**src/rtl/pipeline_pkg.sv**
```systemverilog
// pipeline_pkg: IF/ID payload and fetch queue entry types shared by the fetch unit.
// Also hosts the saturating increment used by the optional FETCH_PERF_CNT_EN counters.
package pipeline_pkg;
  localparam int PKG_XLEN = 32;
  typedef struct packed {
    logic [31:0]         instr;
    logic [PKG_XLEN-1:0] PC;
    logic [PKG_XLEN-1:0] PCPlus4;
  } ifid_t;
  typedef struct packed {
    logic [31:0]         instr;
    logic [PKG_XLEN-1:0] pc;
  } fetch_entry_t;
  function automatic logic [31:0] sat_inc(input logic [31:0] c, input logic en);
    return (en && c != 32'hFFFF_FFFF) ? c + 32'd1 : c;
  endfunction
endpackage

```
**src/rtl/fetch_fifo.sv**
```systemverilog
// fetch_fifo: synchronous FIFO with flush; depth need not be a power of two.
// Flush wins over push and pop in the same cycle.
module fetch_fifo #(
  parameter int DEPTH = 4,
  parameter int WIDTH = 32,
  localparam int AW = DEPTH > 1 ? $clog2(DEPTH) : 1,
  localparam int CW = $clog2(DEPTH + 1)
) (
  input  logic             clk,
  input  logic             reset,
  input  logic             push_i,
  input  logic             pop_i,
  input  logic             flush_i,
  input  logic [WIDTH-1:0] data_i,
  output logic [WIDTH-1:0] data_o,
  output logic             full_o,
  output logic             empty_o,
  output logic [CW-1:0]    count_o
);
  logic [WIDTH-1:0] mem_q [DEPTH];
  logic [AW-1:0] rd_q, rd_d, wr_q, wr_d;
  logic [CW-1:0] cnt_q, cnt_d;
  logic do_push, do_pop;
  function automatic logic [AW-1:0] inc(input logic [AW-1:0] p);
    return (p == AW'(DEPTH - 1)) ? '0 : p + AW'(1);
  endfunction
  assign do_push = push_i && !flush_i;
  assign do_pop  = pop_i && !flush_i;
  assign data_o  = mem_q[rd_q];
  assign full_o  = cnt_q == CW'(DEPTH);
  assign empty_o = cnt_q == '0;
  assign count_o = cnt_q;
  always_comb begin
    rd_d  = flush_i ? '0 : do_pop ? inc(rd_q) : rd_q;
    wr_d  = flush_i ? '0 : do_push ? inc(wr_q) : wr_q;
    cnt_d = flush_i ? '0 : cnt_q + CW'(do_push) - CW'(do_pop);
  end
  always_ff @(posedge clk)
    if (do_push) mem_q[wr_q] <= data_i;
  always_ff @(posedge clk or posedge reset)
    if (reset) begin
      rd_q  <= '0;
      wr_q  <= '0;
      cnt_q <= '0;
    end else begin
      rd_q  <= rd_d;
      wr_q  <= wr_d;
      cnt_q <= cnt_d;
    end
  assert property (@(posedge clk) disable iff (reset) !(do_push && !do_pop && full_o))
    else $error("fetch_fifo overflow");
  assert property (@(posedge clk) disable iff (reset) !(do_pop && empty_o))
    else $error("fetch_fifo underflow");
endmodule

```
**src/rtl/fetch_unit.sv**
```systemverilog
// fetch_unit: PC owner issuing req/gnt/rvalid word fetches into a fetch queue for ID.
// Define FETCH_PERF_CNT_EN to add saturating fetched/dropped/stall counters.
module fetch_unit import pipeline_pkg::*; #(
  parameter int              XLEN      = 32,
  parameter logic [XLEN-1:0] RESET_PC  = 32'h0000_0000,
  parameter int              FQ_DEPTH  = 4,
  parameter int              MAX_OUTST = 2
) (
  input  logic            clk,
  input  logic            reset,
  input  logic            redirect_i,
  input  logic [XLEN-1:0] redirect_pc_i,
  output logic            imem_req_o,
  output logic [XLEN-1:0] imem_addr_o,
  input  logic            imem_gnt_i,
  input  logic            imem_rvalid_i,
  input  logic [31:0]     imem_rdata_i,
  output logic            valid_o,
  input  logic            ready_i,
  output ifid_t           outputs,
  output logic [XLEN-1:0] PCPlus4F
`ifdef FETCH_PERF_CNT_EN
  ,
  output logic [31:0]     perf_fetched_o,
  output logic [31:0]     perf_dropped_o,
  output logic [31:0]     perf_stall_o
`endif
);
  localparam int OW  = $clog2(MAX_OUTST + 1);
  localparam int FCW = $clog2(FQ_DEPTH + 1);
  localparam int TCW = $clog2(MAX_OUTST + 1);
  logic [XLEN-1:0] pc_q, pc_d, tag_pc;
  logic [OW-1:0] outst_q, outst_d, drop_q, drop_d;
  logic [FCW-1:0] fq_cnt;
  logic [TCW-1:0] tag_cnt;
  logic grant, keep, stale, fq_pop, fq_full, fq_empty, tag_full, tag_empty;
  logic unused_pc_lsb;
  fetch_entry_t head;
  assign unused_pc_lsb = &{1'b0, redirect_pc_i[1:0]};
  // Credits cover both queued words and words still in flight, so a push never overflows.
  assign imem_req_o = !reset && !redirect_i && (outst_q < OW'(MAX_OUTST))
                      && (32'(fq_cnt) + 32'(outst_q) < 32'(FQ_DEPTH));
  assign imem_addr_o = pc_q;
  assign PCPlus4F = pc_q + XLEN'(4);
  assign grant = imem_req_o && imem_gnt_i;
  assign stale = imem_rvalid_i && drop_q != '0;
  assign keep = imem_rvalid_i && drop_q == '0;
  assign valid_o = !fq_empty;
  assign fq_pop = valid_o && ready_i && !redirect_i;
  assign outputs = valid_o ? ifid_t'{instr: head.instr, PC: head.pc, PCPlus4: head.pc + 32'd4} : '0;
  always_comb begin
    pc_d    = redirect_i ? {redirect_pc_i[XLEN-1:2], 2'b00} : grant ? pc_q + XLEN'(4) : pc_q;
    outst_d = outst_q + OW'(grant) - OW'(imem_rvalid_i);
    drop_d  = redirect_i ? outst_d : stale ? drop_q - OW'(1) : drop_q;
  end
  always_ff @(posedge clk or posedge reset)
    if (reset) begin
      pc_q    <= RESET_PC;
      outst_q <= '0;
      drop_q  <= '0;
    end else begin
      pc_q    <= pc_d;
      outst_q <= outst_d;
      drop_q  <= drop_d;
    end
  fetch_fifo #(.DEPTH(FQ_DEPTH), .WIDTH($bits(fetch_entry_t))) u_fq (
    .clk     (clk),
    .reset   (reset),
    .push_i  (keep),
    .pop_i   (fq_pop),
    .flush_i (redirect_i),
    .data_i  ({imem_rdata_i, tag_pc}),
    .data_o  (head),
    .full_o  (fq_full),
    .empty_o (fq_empty),
    .count_o (fq_cnt)
  );
  // Stale tags are flushed on redirect; their responses are accounted for by drop_q instead.
  fetch_fifo #(.DEPTH(MAX_OUTST), .WIDTH(XLEN)) u_tag (
    .clk     (clk),
    .reset   (reset),
    .push_i  (grant),
    .pop_i   (keep),
    .flush_i (redirect_i),
    .data_i  (pc_q),
    .data_o  (tag_pc),
    .full_o  (tag_full),
    .empty_o (tag_empty),
    .count_o (tag_cnt)
  );
  assert property (@(posedge clk) disable iff (reset) !(grant && tag_full))
    else $error("fetch_unit tag overflow");
  assert property (@(posedge clk) disable iff (reset) !(keep && tag_empty))
    else $error("fetch_unit response without tag");
  assert property (@(posedge clk) disable iff (reset) 32'(tag_cnt) <= 32'(outst_q))
    else $error("fetch_unit tag count exceeds outstanding");
  assert property (@(posedge clk) disable iff (reset) !(keep && fq_full && !fq_pop && !redirect_i))
    else $error("fetch_unit queue overflow");
`ifdef FETCH_PERF_CNT_EN
  always_ff @(posedge clk or posedge reset)
    if (reset) begin
      perf_fetched_o <= '0;
      perf_dropped_o <= '0;
      perf_stall_o   <= '0;
    end else begin
      perf_fetched_o <= sat_inc(perf_fetched_o, keep);
      perf_dropped_o <= sat_inc(perf_dropped_o, stale);
      perf_stall_o   <= sat_inc(perf_stall_o, valid_o && !ready_i);
    end
`endif
endmodule

```
**config.mk**
```make
export PLATFORM = sky130hd
export DESIGN_NAME = fetch_unit
export DESIGN_NICKNAME = d
export VERILOG_FILES = /design/src/rtl/pipeline_pkg.sv /design/src/rtl/fetch_fifo.sv /design/src/rtl/fetch_unit.sv
export SDC_FILE = /design/constraint.sdc
export NUM_CORES = 1
export LEC_CHECK = 0
export CORE_MARGIN = 5
export CORE_UTILIZATION = 25
export DETAILED_ROUTE_END_ITERATION = 8
export HOLD_SLACK_MARGIN = 0.05
export PLACE_DENSITY = 0.51
export SYNTH_ARGS = -nofsm -noshare
export SYNTH_HDL_FRONTEND = slang
export SYNTH_SLANG_ARGS = --single-unit
```
**constraint.sdc**
```tcl
create_clock -name clk -period 8.22 [get_ports clk]
set_input_delay 2.055 -clock clk [delete_from_list [all_inputs] [get_ports clk]]
set_output_delay 2.055 -clock clk [all_outputs]
set_load 0.01 [all_outputs]
```
==> results of run 1 <==
-- cell usage in the layout (no fill, tap or decap), types with 4 or more instances in the layout --
master and count:
sky130_fd_sc_hd__nand2_1 45, sky130_fd_sc_hd__o21ai_0 34, sky130_fd_sc_hd__or3_1 5, sky130_fd_sc_hd__conb_1 8, sky130_fd_sc_hd__ha_1 13, sky130_fd_sc_hd__o311ai_0 15, sky130_fd_sc_hd__a31oi_1 4, sky130_fd_sc_hd__mux4_2 52
sky130_fd_sc_hd__a21oi_1 23, sky130_fd_sc_hd__and2_4 4, sky130_fd_sc_hd__nand3_1 26, sky130_fd_sc_hd__clkbuf_16 42, sky130_fd_sc_hd__nand4_1 11, sky130_fd_sc_hd__clkdlybuf4s50_1 220, sky130_fd_sc_hd__nor4_1 9, sky130_fd_sc_hd__clkinv_2 6
sky130_fd_sc_hd__and4_1 6, sky130_fd_sc_hd__a22o_1 4, sky130_fd_sc_hd__nor3b_1 6, sky130_fd_sc_hd__o31ai_1 7, sky130_fd_sc_hd__inv_1 17, sky130_fd_sc_hd__edfxtp_1 308, sky130_fd_sc_hd__or4_1 11, sky130_fd_sc_hd__and2_1 68
sky130_fd_sc_hd__nor3_1 13, sky130_fd_sc_hd__a31o_2 4, sky130_fd_sc_hd__a221o_1 9, sky130_fd_sc_hd__mux2_2 35, sky130_fd_sc_hd__a41oi_1 5, sky130_fd_sc_hd__buf_4 17, sky130_fd_sc_hd__dfrtp_1 41, sky130_fd_sc_hd__and3_1 4
sky130_fd_sc_hd__mux4_1 10, sky130_fd_sc_hd__clkinv_1 6, sky130_fd_sc_hd__clkbuf_1 13, sky130_fd_sc_hd__xnor2_1 32, sky130_fd_sc_hd__xor2_1 13, sky130_fd_sc_hd__nor2_1 35
-- state kept, by name (all words and copies together), names as in the netlist, 2 cells and up --
name and count:
drop_q 2, imem_addr_o 30, outst_q 2, u_fq.count_o 3
u_fq.mem_q 248, u_fq.rd_q 2, u_fq.wr_q 2, u_tag.mem_q 60
-- area by class of cell --
cell class              instances  area [um^2]
fillers                      5905        40910
clock inverters                18        153.9
inverters                      19        71.32
clock buffers                  56         1114
flip-flops and latches        351        10330
repair buffers                238         2335
well taps                     782        978.4
multi-input cells             525         4574
-- metrics by stage --
step | util (%) | area [um^2]
after floorplan | - | 15290
after global placement | 30.24 | 18290
after detailed placement | 30.24 | 18290
after CTS | 32.34 | 19560
after global routing | 32.34 | 19560
final | 32.34 | 19560
-- worst max-delay path, delay by kind of cell (launching register included) --
family	cells	cell delay (ns)
buf+inv	2	1.22
simple gates	3	1.12
flops	1	0.91
mux	1	0.50
compound gates	1	0.18
-- logic make-up after synthesis --
family                     after synthesis  synth area share, %
other                                    1              0.02456
buffers and inverters                   77                2.696
AOI/OAI and AO/OA                      106                4.623
DFF                                    351                67.63
muxes                                   98                12.04
xor gates and xnor gates                45                2.582
adders and majority gates               14                1.197
and+or+nand+nor                        254                9.204
-- power groups by stage --
stage               combinational [mW]  clock, mW  sequential [mW]
global placement                  1.76          0             2.26
global route                      1.88       1.86             2.25
finish                            1.74       1.72             2.23
detailed placement                1.76          0             2.27
CTS                               1.77       1.78             2.23
floorplan                        0.949          0             2.20
-- worst paths after layout --
| kind | start | end | slack (ns) | cells after the start |
|---|---|---|---|---|
| max in group asynchronous | reset | u_fq.rd_q[0] | 5.35 | 2 |
| worst max register to register | imem_addr_o[2] | imem_addr_o[30] | 5.13 | 6 |
| worst min register to register | u_tag.wr_q | u_tag.wr_q | 0.52 | 1 |
| worst max-delay path | u_fq.rd_q[0] | outputs[29] | 1.64 | 7 |
| worst min-delay path | u_tag.wr_q | u_tag.wr_q | 0.52 | 1 |
| min in group asynchronous | reset | u_fq.rd_q[0] | 2.14 | 2 |
-- per-layer routing --
metal	track usage, %	part of all wire, %	vias up
met1	17.07	47	4639
li1	-	-	4153
met5	0	0.017	-
met4	2.953	2.1	2
met2	18.08	44	311
met3	3.529	6.6	66
==> metrics.log, run 1 <==
[metrics] outcome: completed
[metrics] maxcap violations: 0
[metrics] Pwr per Cell Area: 290.4 mW/mm^2
[metrics] PortBufs: 221
[metrics] Final Hold Viols: 0
[metrics] routed via count: 9171
[metrics] Final #Nets: 1261
[metrics] Fin Setup TNS: 0 ns
[metrics] buffer count from post-CTS setup fixing: 0
[metrics] per-cell routed wire length: 20.46 um
[metrics] worst-case vdd ir drop: 0.1371 mV
[metrics] fraction of registers with async set/reset: 12.25%
[metrics] top cells by area, synth: sky130_fd_sc_hd__edfxtp_1, sky130_fd_sc_hd__mux4_2, sky130_fd_sc_hd__dfrtp_1
[metrics] minimum setup slack in the final design: 1.640 ns
[metrics] Reg power frac: 39.2%
[metrics] pre-CTS worst setup slack: 2.109 ns
[metrics] portion of total power attributed to the clock network: 30.2%
[metrics] clock buffer count from CTS: 42
[metrics] total placed cells including tap cells: 1915
[metrics] number of warnings reported in the yosys synthesis log: 0
[metrics] share of the yosys chip area belonging to registers: 67.63%
[metrics] slew at the pin with the worst max-slew slack: 1.051 ns
[metrics] cell taking the most area after synthesis: sky130_fd_sc_hd__edfxtp_1
[metrics] wire length of the first global-routing pass: 61210 um
[metrics] largest net degree at the start of global routing: 63
[metrics] data arrival time of the critical path: 4.53 ns
[metrics] worst hold slack: 0.5188 ns
[metrics] Net Sw Power: 1.727 mW
[metrics] number of synthesized flops with an enable pin: 308
[metrics] number of sinks on the clock net: 351
[metrics] setup repair after global routing missed its margin: no
[metrics] H-Tree Level Count: 2
[metrics] boundary pin count: 232
[metrics] P_int: 3.952 mW
[metrics] Total Power: 5.680 mW
[metrics] number of antenna violations at the first check in global routing: 1
[metrics] row count: 90
[metrics] CTS Root Buffer Type: sky130_fd_sc_hd__clkbuf_16
[metrics] number of buffers inserted by hold repair at cts: 0
[metrics] non-filler instance count after layout: 1989
[metrics] number of cells produced by synthesis: 946
[metrics] total core area: 0.06047 mm^2
[metrics] number of max-slew violations in the final report: 0
[metrics] ratio of routed vias to standard cells: 4.611
[metrics] Worst Hold Class: reg2reg
[metrics] clock latency at the later pin of the worst-skew pair: 0.57 ns
[metrics] most common flop cell mapped by yosys: sky130_fd_sc_hd__edfxtp_1
[metrics] number of inserted diodes: 0
[metrics] floorplan die height: 257.1 um
[metrics] Fmax: 0.1520 GHz
[metrics] kind of start point of the critical path: register
[metrics] worst max-slew margin expressed relative to the limit: 29.96%
[metrics] number of global-route vias before repair: 9453
[metrics] floorplan die area: 0.06611 mm^2
[metrics] Die Wd: 257.1 um
[metrics] overflow left after global routing: 0
[metrics] HPWL reported at the end of detailed placement: 26020 um
[metrics] Initial Utilization: 25.25%
[metrics] Initial DRC Count: 543
[metrics] critical path's largest stage delay: 0.91 ns
[metrics] Net Sw Frac: 30.41%
[metrics] cell with the most instances after synthesis: sky130_fd_sc_hd__edfxtp_1
[metrics] post-detailed-route DRC marker count: 0
[metrics] total of flip-flops plus latches after synthesis: 351
[metrics] cell types with the highest counts after synthesis: sky130_fd_sc_hd__edfxtp_1, sky130_fd_sc_hd__and2_1, sky130_fd_sc_hd__mux4_2
[metrics] final setup violation count: 0
[metrics] number of nets still failing antenna checks after routing: 0
[metrics] drt pass-1 iters: 6
[metrics] total standard cell area after synthesis: 0.01527 mm^2
[metrics] final critical-path required period: 6.580 ns
[metrics] share of Yosys cell area claimed by the top area cell type: 60.59%
[metrics] Post-Route WL: 40700 um
[metrics] syn avg cell area: 16.14 um^2
[metrics] unique cell type count in the Yosys netlist: 47
[metrics] type of element capturing the critical path: output pin
[metrics] cell with the largest stage delay on the worst path: sky130_fd_sc_hd__dfrtp_4
[metrics] final clock skew: 0.02653 ns
[metrics] start-to-end type of the worst setup path: reg2out
[metrics] leakage dissipation: 6.332 nW
[metrics] All-Layer GR Usage: 11.99%
[metrics] Data required, critical path: 6.17 ns
[metrics] Bufs on Longest Clock Path: 3
[metrics] CTS resizes: 0
[metrics] fraction of layout instances using a drive strength above 1: 14.75%
[metrics] combinational power share: 30.6%
[metrics] final cycle utilization of the critical path: 80.05%
[metrics] Critical Path Fanout Max: 36
[metrics] clock transition time at the flip-flop clock pins of the worst setup and hold paths: 0.05 ns
[metrics] relative area change from synthesis to final layout: 28.10%
[metrics] critical path cell sequence: buf_4 > mux4_1 > and4_1 > nand4_2 > or4_1 > a21oi_1 > clkdlybuf4s50_1
[metrics] RePlAce Congestion: 0.7386
[metrics] CTS tree: done
Note: power is estimated with default switching activity, not from simulation.
==> run 2, diff against run 1 <==
- clock period: 8.22 -> 6.9 ns (I/O delays scaled with it)
==> run 2 against run 1 <==
Die area stayed put. Via count is essentially flat. Clock skew decreased by 0.012 ns. Clock-buffer cell count increased by 1. Sequential power increased by 18%. Global-route usage up 0.068 points. Wire length increased by 0.20%. Largest cell class unchanged. Largest power group unchanged.
==> metrics.log, run 2 (synthesis gave the netlist of run 1 again) <==
[metrics] outcome: completed
[metrics] maxcap violations: 0 (unchanged)
[metrics] start-to-end type of the worst setup path: reg2out
[metrics] share of the core filled with cells in the final layout: 32.51% (+0.17 points)
[metrics] boundary pin count: 232 (unchanged)
[metrics] CTS tree: done
[metrics] RePlAce Congestion: 0.7403 (+0.23%)
[metrics] fraction of layout instances using a drive strength above 1: 15.14% (+0.40 points)
[metrics] PortBufs: 221 (unchanged)
[metrics] Pwr per Cell Area: 349.0 mW/mm^2 (+20%)
[metrics] number of sinks on the clock net: 351 (unchanged)
[metrics] Initial DRC Count: 460 (-15%)
[metrics] All-Layer GR Usage: 12.06% (+0.068 points)
[metrics] Data required, critical path: 5.18 ns (-0.99 ns)
[metrics] number of antenna violations at the first check in global routing: 0 (-1)
[metrics] type of element capturing the critical path: output pin
[metrics] drt pass-1 iters: 4 (-2)
[metrics] Bufs on Longest Clock Path: 3 (unchanged)
[metrics] final setup violation count: 0 (unchanged)
[metrics] Final Hold Viols: 0 (unchanged)
[metrics] clock transition time at the flip-flop clock pins of the worst setup and hold paths: 0.05 ns (about the same)
[metrics] most frequent standard cell in the layout excluding fill and tap cells: sky130_fd_sc_hd__edfxtp_1
[metrics] kind of start point of the critical path: register
[metrics] total core area: 0.06047 mm^2 (unchanged)
[metrics] ratio of routed vias to standard cells: 4.590 (-0.45%)
[metrics] Post-Route WL: 40780 um (+0.20%)
[metrics] HPWL reported at the end of detailed placement: 26780 um (+2.9%)
[metrics] number of nets still failing antenna checks after routing: 0 (unchanged)
[metrics] clock latency at the later pin of the worst-skew pair: 0.55 ns (-0.02 ns)
[metrics] CTS Root Buffer Type: sky130_fd_sc_hd__clkbuf_16
[metrics] Final #Nets: 1266 (+0.40%)
[metrics] buffer count from post-CTS setup fixing: 0 (unchanged)
[metrics] number of max-slew violations in the final report: 0 (unchanged)
[metrics] worst max-slew margin expressed relative to the limit: 31.36% (+1.4 points)
[metrics] floorplan die height: 257.1 um (unchanged)
[metrics] most used cells in the layout excluding fill and tap cells: sky130_fd_sc_hd__edfxtp_1, sky130_fd_sc_hd__clkdlybuf4s50_1, sky130_fd_sc_hd__and2_1
[metrics] number of buffers inserted by hold repair at cts: 0 (unchanged)
[metrics] floorplan die area: 0.06611 mm^2 (unchanged)
[metrics] overflow left after global routing: 0 (unchanged)
[metrics] data arrival time of the critical path: 4.09 ns (-0.44 ns)
[metrics] relative area change from synthesis to final layout: 28.76%
[metrics] Fmax: 0.1721 GHz
[metrics] Die Wd: 257.1 um (unchanged)
[metrics] number of global-route vias before repair: 9583 (+1.4%)
[metrics] final clock skew: 0.01417 ns (-0.01236 ns)
[metrics] slew at the pin with the worst max-slew slack: 1.028 ns (-0.02250 ns)
[metrics] worst-case vdd ir drop: 0.1382 mV (+0.83%)
[metrics] wire length of the first global-routing pass: 61490 um (+0.46%)
[metrics] routed via count: 9166 (-0.055%)
[metrics] clock buffer count from CTS: 42 (unchanged)
[metrics] final critical-path required period: 5.810 ns
[metrics] Fin Setup TNS: 0 ns (unchanged)
[metrics] H-Tree Level Count: 2 (unchanged)
[metrics] largest register by flop count: u_fq.mem_q
[metrics] post-detailed-route DRC marker count: 0 (unchanged)
[metrics] per-cell routed wire length: 20.42 um (-0.20%)
[metrics] Initial Utilization: 25.25% (unchanged)
[metrics] CTS resizes: 0 (unchanged)
[metrics] final cycle utilization of the critical path: 84.20%
[metrics] largest net degree at the start of global routing: 53 (-16%)
[metrics] row count: 90 (unchanged)
[metrics] Worst Hold Class: reg2reg
[metrics] setup repair after global routing missed its margin: no
[metrics] leakage dissipation: 6.391 nW (+0.93%)
[metrics] Critical Path Fanout Max: 24 (-33%)
[metrics] number of inserted diodes: 0 (unchanged)
[metrics] max reg flops: 248 (unchanged)
run 2: path summary, 6_finish.rpt:
check / cells after the start / slack (ns) / start / endpoint
worst max register to register: 13 / 3.68 / u_fq.count_o[1] / u_fq.count_o[2]
min in group asynchronous: 2 / 1.84 / reset / imem_addr_o[14]
worst min-delay path: 1 / 0.53 / u_tag.wr_q / u_tag.wr_q
worst max-delay path: 7 / 1.09 / u_fq.rd_q[0] / outputs[28]
worst min register to register: 1 / 0.53 / u_tag.wr_q / u_tag.wr_q
max in group asynchronous: 2 / 4.32 / reset / u_fq.rd_q[0]
run 2: layer usage:
metal	global-route usage, %	part of all wire [%]
met1	17.41	48
met2	18.21	44
met3	3.000	6.1
met4	3.176	2.0
met5	0	0
run 2: area by class of cell:
class / count / area, um^2
inverter: 19 / 71.32
clock buffer: 57 / 1159
tap: 782 / 978.4
timing repair buffer: 243 / 2372
clock inverter: 20 / 172.7
multi-input combinational: 525 / 4573
fill: 5868 / 40810
sequential: 351 / 10330
run 2: critical path, stage by stage (launching register included):
cell,delay [ns]
sky130_fd_sc_hd__dfrtp_4,0.73
sky130_fd_sc_hd__buf_4,0.43
sky130_fd_sc_hd__mux4_1,0.37
sky130_fd_sc_hd__nand3_1,0.16
sky130_fd_sc_hd__or4_1,0.70
sky130_fd_sc_hd__nor3_1,0.27
sky130_fd_sc_hd__mux2_2,0.37
sky130_fd_sc_hd__clkdlybuf4s50_1,0.48
run 2: report_power, final:
| part | switching [mW] | leakage, nW | internal [mW] |
|---|---|---|---|
| Combinational | 1.06 | 2.43 | 1.04 |
| Sequential | 0.135 | 3.31 | 2.50 |
| Clock | 0.846 | 0.645 | 1.29 |
run 2: metrics by stage:
| step | power (mW) | instance area (um^2) | hold slack [ns] | cells | worst slack (ns) |
|---|---|---|---|---|---|
| 2_1_floorplan | 3.750 | 15290 | 0.4649 | 953 | 2.061 |
| 6_report | 6.861 | 19660 | 0.5332 | 1997 | 1.090 |
| 3_5_place_dp | 4.811 | 18330 | 0.5249 | 1920 | 1.523 |
| 5_1_grt | 7.224 | 19660 | 0.5712 | 1997 | 0.8147 |
| 4_1_cts | 6.987 | 19660 | 0.5375 | 1997 | 0.9414 |
| 3_3_place_gp | 4.792 | 18330 | 0.4957 | 1920 | 1.468 |
==> run 3, diff against run 2 <==
- PLACE_DENSITY: 0.51 -> 0.53
- clock period: 6.9 -> 4.7 ns (I/O delays scaled with it)
==> run 3 against run 2 <==
Register-to-register slack got worse by 1.9 ns. Critical endpoint is now outputs[15]. Largest cell class unchanged. Critical path depth increased by 1. Power increased by 52%. Worst setup slack got worse by 0.96 ns. Final area increased by 2.3%. Utilization increased by 0.76 points. Combinational power increased by 56%.
==> metrics.log, run 3 (synthesis gave the netlist of run 1 again) <==
[metrics] outcome: completed
[metrics] final cycle utilization of the critical path: 97.23%
[metrics] clock buffer count from CTS: 41 (-2.4%)
[metrics] H-Tree Level Count: 2 (unchanged)
[metrics] Worst Hold Class: reg2reg
[metrics] start-to-end type of the worst setup path: reg2out
[metrics] final critical-path required period: 4.570 ns
[metrics] Net Sw Frac: 29.48% (-0.21 points)
[metrics] portion of total power attributed to the clock network: 32.0% (+0.9 points)
[metrics] PortBufs: 221 (unchanged)
[metrics] non-filler instance count after layout: 2024 (+1.4%)
[metrics] Net Sw Power: 3.071 mW (+51%)
[metrics] setup repair after global routing missed its margin: no
[metrics] kind of start point of the critical path: register
[metrics] Final Hold Viols: 0 (unchanged)
[metrics] Die Wd: 257.1 um (unchanged)
[metrics] post-detailed-route DRC marker count: 0 (unchanged)
[metrics] pre-CTS worst setup slack: 0.1992 ns (-1.323 ns)
[metrics] HPWL reported at the end of detailed placement: 26810 um (+0.12%)
[metrics] worst max-slew margin expressed relative to the limit: 32.34% (+0.99 points)
[metrics] floorplan die area: 0.06611 mm^2 (unchanged)
[metrics] number of buffers inserted by hold repair at cts: 0 (unchanged)
[metrics] Fmax: 0.2188 GHz
[metrics] largest net degree at the start of global routing: 63 (+19%)
[metrics] floorplan die height: 257.1 um (unchanged)
[metrics] cell area after placement: 0.01846 mm^2 (+0.74%)
[metrics] Post-Route WL: 41630 um (+2.1%)
[metrics] Critical Path Fanout Max: 6 (-75%)
[metrics] Data required, critical path: 3.52 ns (-1.66 ns)
[metrics] most frequent standard cell in the layout excluding fill and tap cells: sky130_fd_sc_hd__edfxtp_1
[metrics] combinational power share: 31.3% (+0.8 points)
[metrics] cell area after layout: 0.02012 mm^2 (+2.3%)
[metrics] total placed cells including tap cells: 1928 (+0.42%)
[metrics] clock transition time at the flip-flop clock pins of the worst setup and hold paths: 0.06 ns (about the same)
[metrics] leakage dissipation: 6.690 nW (+4.7%)
[metrics] Pwr per Cell Area: 517.9 mW/mm^2 (+48%)
[metrics] minimum setup slack in the final design: 0.1304 ns (-0.9595 ns)
[metrics] maxcap violations: 0 (unchanged)
[metrics] GR Util met3: 2.627% (-0.37 points)
[metrics] number of sinks on the clock net: 351 (unchanged)
[metrics] row count: 90 (unchanged)
[metrics] GR Util met2: 18.92% (+0.71 points)
[metrics] final clock skew: 0.01577 ns (+0.001592 ns)
[metrics] number of antenna violations at the first check in global routing: 1 (+1)
[metrics] met1 global-route usage: 17.39% (-0.018 points)
[metrics] ratio of routed vias to standard cells: 4.594 (about the same)
[metrics] overflow left after global routing: 0 (unchanged)
[metrics] routed via count: 9299 (+1.5%)
[metrics] worst-case vdd ir drop: 0.2152 mV (+56%)
[metrics] Bufs on Longest Clock Path: 3 (unchanged)
[metrics] slew at the pin with the worst max-slew slack: 1.013 ns (-0.01479 ns)
[metrics] type of element capturing the critical path: output pin
[metrics] All-Layer GR Usage: 12.18% (+0.12 points)
[metrics] RePlAce Congestion: 0.7350 (-0.72%)
[metrics] most used cells in the layout excluding fill and tap cells: sky130_fd_sc_hd__edfxtp_1, sky130_fd_sc_hd__clkdlybuf4s50_1, sky130_fd_sc_hd__and2_1
[metrics] clock latency at the later pin of the worst-skew pair: 0.55 ns (about the same)
[metrics] wire length of the first global-routing pass: 62390 um (+1.5%)
[metrics] max reg flops: 248 (unchanged)
[metrics] P_int: 7.348 mW (+52%)
[metrics] number of max-slew violations in the final report: 0 (unchanged)
[metrics] per-cell routed wire length: 20.57 um (+0.71%)
[metrics] boundary pin count: 232 (unchanged)
[metrics] data arrival time of the critical path: 3.39 ns (-0.70 ns)
[metrics] share of the core filled with cells in the final layout: 33.27% (+0.76 points)
[metrics] largest register by flop count: u_fq.mem_q
[metrics] Initial DRC Count: 587 (+28%)
[metrics] Reg power frac: 36.7% (-1.7 points)
[metrics] Final #Nets: 1292 (+2.1%)
[metrics] fraction of layout instances using a drive strength above 1: 19.10% (+4.0 points)
[metrics] Initial Utilization: 25.25% (unchanged)
[metrics] CTS Root Buffer Type: sky130_fd_sc_hd__clkbuf_16
[metrics] Fin Setup TNS: 0 ns (unchanged)
[metrics] final setup violation count: 0 (unchanged)
[metrics] CTS tree: done
[metrics] number of nets still failing antenna checks after routing: 0 (unchanged)
[metrics] Most Crowded Layer GR: met2
[metrics] total core area: 0.06047 mm^2 (unchanged)
[metrics] number of global-route vias before repair: 9779 (+2.0%)
[metrics] relative area change from synthesis to final layout: 31.78%
[metrics] drt pass-1 iters: 5 (+1)
## run 3: path summary, 6_finish.rpt
path                       cells after the start             from  slack (ns)              end
setup / recovery                               8     u_fq.rd_q[0]        0.13      outputs[15]
hold / removal                                 1       u_tag.wr_q        0.52       u_tag.wr_q
setup reg to reg                              12  u_fq.count_o[1]        1.83  u_fq.count_o[2]
hold reg to reg                                1       u_tag.wr_q        0.52       u_tag.wr_q
max in group asynchronous                      2            reset        2.74     u_fq.rd_q[0]
min in group asynchronous                      2            reset        1.22  imem_addr_o[27]
## run 3: layer usage
| metal | vias to the layer above | wire length, um |
|---|---|---|
| met5 | - | 13 |
| met4 | 2 | 858 |
| met3 | 53 | 2322 |
| met2 | 290 | 18620 |
| met1 | 4733 | 19810 |
| li1 | 4221 | - |
## run 3: final cells by class
type / instances / area (um^2)
Fill cell: 5848 / 40350
Sequential cell: 351 / 10330
Multi-Input combinational cell: 526 / 4642
Timing Repair Buffer: 269 / 2670
Clock buffer: 53 / 1124
Tap cell: 782 / 978.4
Clock inverter: 23 / 300.3
Inverter: 19 / 71.32
Antenna cell: 1 / 2.502
## run 3: timing repair
item,4_1_cts,5_1_grt
setup endpoints to repair,18,17
buffers inserted,15,3
pin swaps,3,3
cloned,1,0
resized for setup,27,24
## run 3: critical path, stage by stage (launching register included)
cell	delay (ns)
sky130_fd_sc_hd__dfrtp_4	0.51
sky130_fd_sc_hd__buf_12	0.16
sky130_fd_sc_hd__mux4_2	0.38
sky130_fd_sc_hd__buf_4	0.15
sky130_fd_sc_hd__and4_2	0.31
sky130_fd_sc_hd__nand3_1	0.19
sky130_fd_sc_hd__or3_1	0.35
sky130_fd_sc_hd__a21oi_1	0.14
sky130_fd_sc_hd__clkdlybuf4s50_1	0.65
## run 3: power groups by stage
stage          sequential, mW  combinational (mW)  clock (mW)
2_1_floorplan            3.85                1.66           0
3_3_place_gp             3.92                3.15           0
3_5_place_dp             3.93                3.18           0
4_1_cts                  3.83                3.31        3.46
5_1_grt                  3.85                3.52        3.57
6_report                 3.83                3.26        3.33
## run 3: metrics by stage
stage | hold slack, ns | power (mW)
floorplan | 0.4649 | 5.505
global placement | 0.4950 | 7.070
detailed placement | 0.5056 | 7.105
CTS | 0.5187 | 10.59
global route | 0.5540 | 10.95
finish | 0.5193 | 10.42
